$ cat config.mk
export PLATFORM = sky130hd
export DESIGN_NAME = alu_arbiter
export DESIGN_NICKNAME = d
export VERILOG_FILES = /design/src/rtl/alu_arb_pkg.sv /design/src/rtl/rr_arbiter_2.sv /design/src/rtl/alu_arbiter.sv
export SDC_FILE = /design/constraint.sdc
export NUM_CORES = 1
export LEC_CHECK = 0
export ABC_CLOCK_PERIOD_IN_PS = 1750
export CORE_MARGIN = 1.5
export CORE_UTILIZATION = 31
export DETAILED_ROUTE_END_ITERATION = 12
export PLACE_DENSITY = 0.81
export SYNTH_ARGS = -nofsm -noshare
export SYNTH_HDL_FRONTEND = slang
export SYNTH_SLANG_ARGS = --single-unit
$ cat constraint.sdc
create_clock -name clk -period 1.75 [get_ports clk]
set_input_delay 0.35 -clock clk [delete_from_list [all_inputs] [get_ports clk]]
set_output_delay 0.35 -clock clk [all_outputs]
set_load 0.05 [all_outputs]
$ cat src/rtl/alu_arb_pkg.sv
// alu_arb_pkg: shared opcodes, FSM encoding and timeout default
// for the two-port ALU job arbiter.
package alu_arb_pkg;

  localparam int TIMEOUT_DEF = 16;

  localparam logic [3:0] OP_HOLD = 4'd0;
  localparam logic [3:0] OP_CLR  = 4'd1;
  localparam logic [3:0] OP_ONES = 4'd2;
  localparam logic [3:0] OP_DIV  = 4'd3;
  localparam logic [3:0] OP_SUB  = 4'd4;
  localparam logic [3:0] OP_SBB  = 4'd5;
  localparam logic [3:0] OP_ADD  = 4'd6;
  localparam logic [3:0] OP_ADC  = 4'd7;
  localparam logic [3:0] OP_MUL  = 4'd8;
  localparam logic [3:0] OP_AND  = 4'd9;
  localparam logic [3:0] OP_OR   = 4'd10;
  localparam logic [3:0] OP_NOT  = 4'd11;
  localparam logic [3:0] OP_XOR  = 4'd12;

  typedef enum logic [2:0] {
    ST_IDLE,
    ST_CLR,
    ST_RUN,
    ST_DRAIN,
    ST_RESP
  } state_t;

  function automatic logic op_ok(input logic [3:0] op);
    return op <= OP_XOR;
  endfunction

endpackage

$ cat src/rtl/rr_arbiter_2.sv
// rr_arbiter_2: two-way round-robin grant with priority register.
// req[1:0] in, gnt_id out; done/done_id rotate priority.
module rr_arbiter_2 (
  input  logic       clk,
  input  logic       rstb,
  input  logic [1:0] req,
  input  logic       done,
  input  logic       done_id,
  output logic       gnt_id
);

  logic prio_q, prio_d;

  always_comb begin
    gnt_id = 1'b0;
    unique case (req)
      2'b11:   gnt_id = prio_q;
      2'b10:   gnt_id = 1'b1;
      default: gnt_id = 1'b0;
    endcase
  end

  // prio_q names the port that wins a tie
  always_comb begin
    prio_d = prio_q;
    if (done) prio_d = ~done_id;
  end

  always_ff @(posedge clk or negedge rstb) begin
    if (!rstb) prio_q <= 1'b0;
    else       prio_q <= prio_d;
  end

endmodule

$ cat src/rtl/alu_arbiter.sv
// alu_arbiter: serves multi-beat ALU jobs from two requesters.
// Ports: r0_*/r1_* beat handshakes, alu_* ALU side, rsp_* result.
module alu_arbiter
  import alu_arb_pkg::*;
#(
  parameter int TIMEOUT = TIMEOUT_DEF
) (
  input  logic        clk,
  input  logic        rstb,
  input  logic        r0_valid,
  input  logic [3:0]  r0_op,
  input  logic [15:0] r0_data,
  input  logic        r0_last,
  output logic        r0_ready,
  input  logic        r1_valid,
  input  logic [3:0]  r1_op,
  input  logic [15:0] r1_data,
  input  logic        r1_last,
  output logic        r1_ready,
  output logic [3:0]  alu_opcode,
  output logic [15:0] alu_data,
  input  logic [31:0] alu_result,
  input  logic        alu_status,
  output logic        rsp_valid,
  output logic        rsp_id,
  output logic [31:0] rsp_result,
  output logic        rsp_status,
  output logic        rsp_err
);

  localparam int CW = $clog2(TIMEOUT + 1);

  state_t        state_q, state_d;
  logic          owner_q, owner_d;
  logic [3:0]    op_q, op_d;
  logic [15:0]   data_q, data_d;
  logic          err_q, err_d;
  logic [CW-1:0] cnt_q, cnt_d;

  logic        gnt_id;
  logic        run;
  logic        accept;
  logic        own_valid;
  logic        own_last;
  logic [3:0]  own_op;
  logic [15:0] own_data;

  assign run       = state_q == ST_RUN;
  assign r0_ready  = run & ~owner_q;
  assign r1_ready  = run & owner_q;
  assign own_valid = owner_q ? r1_valid : r0_valid;
  assign own_last  = owner_q ? r1_last : r0_last;
  assign own_op    = owner_q ? r1_op : r0_op;
  assign own_data  = owner_q ? r1_data : r0_data;
  assign accept    = run & own_valid;

  assign alu_opcode = op_q;
  assign alu_data   = data_q;

  // response fields are live ALU values gated by RESP
  assign rsp_valid  = state_q == ST_RESP;
  assign rsp_id     = rsp_valid & owner_q;
  assign rsp_result = rsp_valid ? alu_result : 32'd0;
  assign rsp_status = rsp_valid & alu_status;
  assign rsp_err    = rsp_valid & err_q;

  rr_arbiter_2 u_rr (
    .clk     (clk),
    .rstb    (rstb),
    .req     ({r1_valid, r0_valid}),
    .done    (rsp_valid),
    .done_id (owner_q),
    .gnt_id  (gnt_id)
  );

  always_comb begin
    state_d = state_q;
    owner_d = owner_q;
    op_d    = OP_HOLD;
    data_d  = data_q;
    err_d   = err_q;
    cnt_d   = cnt_q;
    unique case (state_q)
      ST_IDLE: begin
        if (r0_valid | r1_valid) begin
          owner_d = gnt_id;
          op_d    = OP_CLR;
          data_d  = 16'd0;
          err_d   = 1'b0;
          cnt_d   = '0;
          state_d = ST_CLR;
        end
      end
      ST_CLR: state_d = ST_RUN;
      ST_RUN: begin
        if (accept) begin
          // bad opcodes still consume the beat
          op_d   = op_ok(own_op) ? own_op : OP_HOLD;
          data_d = own_data;
          err_d  = err_q | ~op_ok(own_op);
          cnt_d  = '0;
          if (own_last) state_d = ST_DRAIN;
        end else begin
          cnt_d = cnt_q + CW'(1);
          if (cnt_q == CW'(TIMEOUT - 1)) begin
            err_d   = 1'b1;
            state_d = ST_DRAIN;
          end
        end
      end
      ST_DRAIN: state_d = ST_RESP;
      ST_RESP:  state_d = ST_IDLE;
      default:  state_d = ST_IDLE;
    endcase
  end

  always_ff @(posedge clk or negedge rstb) begin
    if (!rstb) begin
      state_q <= ST_IDLE;
      owner_q <= 1'b0;
      op_q    <= OP_HOLD;
      data_q  <= 16'd0;
      err_q   <= 1'b0;
      cnt_q   <= '0;
    end else begin
      state_q <= state_d;
      owner_q <= owner_d;
      op_q    <= op_d;
      data_q  <= data_d;
      err_q   <= err_d;
      cnt_q   <= cnt_d;
    end
  end

endmodule

==> metrics.txt <==
RD Place Congestion 0.805; Reg2Reg Setup Slack 70 ps; distinct cell type count after synthesis 38; Critical Path RT 1400 ps; clk root buf clkbuf_8; uppermost layer routed met4; initial antenna violation count 0; Initial Util around 32%; vias in the first global route 1988; switching portion of total power 43.3%; ys async rst share 100%; Tightest Hold Check Type in -> async; syn_area_per_cell 10.0 sq um; Post-Syn Area 1890 sq um; DR vias 2067; clk slew on worst S/H paths 60 ps; switching power 2560 uW; total CTS buffers 5; Leak roughly 0.0019 uW; Avg WL per Cell between 15 and 20 microns; worst vdd ir 0.949 mV; met3 WL 767 microns; sequential cell area a little under 800 sq um; clock sinks 31; share of cells above drive strength 1 45.1%; achievable frequency 520 MHz; Die Span X roughly 81 microns; sequential fraction of the synthesis area slightly above 40%; top cell type's share of synthesized area 41.1%; violated checks setup timing; power density cells 1420 nW/um^2; Synth Instances 188; Synth area leader dfrtp_1; Tcrit/Tclk final 110%; H-tree Lvls 2; top cells by area, synth dfrtp_1 (41%), mux2i_1 (13%), and2_1 (12%); synthesized flop and latch total 31; commonest cells after routing, fill and taps aside clkdlybuf4s50_1 (78), buf_12 (41), buf_4 (41); RR Endpoint alu_data[14]; drt first pass iters 4; clk_lat worst skew about 280 ps; vias per cell 4.89; worst slack, placed -162 ps; Total Wirelength ~7000 microns; number of antenna diodes 0; Post-DP Area approximately 3800 sq um; area of the multi-input gates around 1100 sq um; Worst Tran Pin Value 423 ps; Comb power frac 67.8%; Yosys Warn Count 0; DRC errors left 0; port bufs 136; crit path DAT 1570 ps; area added between synthesis and finish 120%; Hold Fails Final Rpt 0; unrepaired setup endpoints after global routing yes; final instance area 4160 sq um; outcome finished, violations left; critical path class reg -> out; routed length on met1 2470 microns; Hold WS roughly 460 ps; Clock Skew roughly 6.7 ps; Die Span Y ~81 microns; largest net degree at the start of global routing 32; commonest non-fill, non-tap cell in the layout clkdlybuf4s50_1; area of the die 6570 sq um; met2 WL 3580 microns; total congestion overflow 0; clock share of power 12.3%; CP Launch Type flip-flop; Clock Path Buffers 2; Row Count 28; Layout Utilization 70.7%; relative slew slack around 72%; CTS Hold Buffers Added 0; global-route wire length before repair 9800 microns; worst-path fanout max 4; # fillers 395; Int Power 3360 uW; Post-synth EDFFs 0; num ports between 100 and 150; minimum clock period ~1900 ps; CTS tree yes; post-detailed-placement half-perimeter wirelength 4880 microns; total core area 5890 sq um; post-route setup slack -174 ps; Top FF cell, synth dfrtp_1; initial DRC count 69; net count of the mapped netlist 269; worst reg2reg startpoint state_q[0]; number of max-cap violations 0; fin. max-slew vios 0; Final Total Pwr 5920 uW; final setup vio count 38; total track usage 19.9%; post-route ant nets 0; Reg2Reg Depth 5; nets 428; crit path capture type primary output; Flop pwr share 19.9%
## routing by layer
layer / global-route usage [%] / vias to the layer above
li1: - / 964
met1: 20.3 / 977
met2: 36.3 / 116
met3: 8.65 / 10
met5: 0 / -
met4: 6.21 / 0
## layout make-up
cell class,instances,area share [%]
inverters,3,0.271
clock buffers,6,1.99
repair buffers,166,48.6
flip-flops and latches,31,18.7
well taps,75,2.26
clock inverters,2,0.842
multi-input cells,140,27.3
## cells in the mapped netlist (all sizes together) (2+ instances only)
library cell  number
and2              36
dfrtp             31
mux2i             24
nor2              23
mux2              17
buf                9
clkbuf             5
nor3               5
nand2              4
a31oi              3
inv                3
and3               2
ha                 2
nand3              2
nor3b              2
## kinds of logic (layout without fill, tap and decap cells)
logic type                 after synthesis  after routing  synth area share (%)
AOI/OAI and AO/OA                       16             16                  6.50
xor gates and xnor gates                 2              2                 0.928
adders and majority gates                2              2                  1.33
buffers and inverters                   17            177                  4.57
DFF                                     31             31                  41.1
muxes                                   41             41                  22.9
and+or+nand+nor                         79             79                  22.7
## worst max-delay path, cell delays in order (launching register included)
cell and delay, ps:
dfrtp_2 440, nor3b_4 250, buf_6 180, clkbuf_16 150
and2_4 150, buf_12 130
## sequential cells by signal (all words and copies together), names as in the netlist
| signal | flops |
|---|---|
| err_q | 1 |
| cnt_q | 5 |
| owner_q | 1 |
| alu_data | 16 |
| alu_opcode | 4 |
| state_q | 3 |
| u_rr.prio_q | 1 |
## per-stage QoR
step	TNS, ps	cells
3_5_place_dp	-2510	400
4_1_cts	-4590	417
2_1_floorplan	-24.9	188
5_1_grt	-7530	423
6_report	-5830	423
3_3_place_gp	-1830	400
## power by group through the flow
stage	Sequential [uW]	Combinational, uW	Clock (uW)
final	1180	4010	730
after global placement	1190	3580	0
after floorplan	1660	1760	0
after detailed placement	1190	3660	0
after CTS	1170	3890	755
after global routing	1210	4200	796
## repair_timing
action / CTS / global route
hold endpoints to repair: 0 / 0
gates resized for setup: 25 / 11
setup buffers: 8 / 3
pin swaps: 3 / 11
cloned: 1 / 3
endpoints found under the setup margin: 38 / 38
## worst max path at each step
stage	from	endpoint	slack (ps)	depth (start not counted)
2_1_floorplan	state_q[1]	rsp_result[22]	-10	4
3_3_place_gp	r0_valid	alu_data[4]	-120	5
3_5_place_dp	r0_valid	alu_data[6]	-160	5
4_1_cts	state_q[1]	rsp_result[30]	-150	5
5_1_grt	state_q[1]	rsp_result[7]	-220	5
6_report	state_q[1]	rsp_result[11]	-170	5
Note: power is estimated with default switching activity, not from simulation.
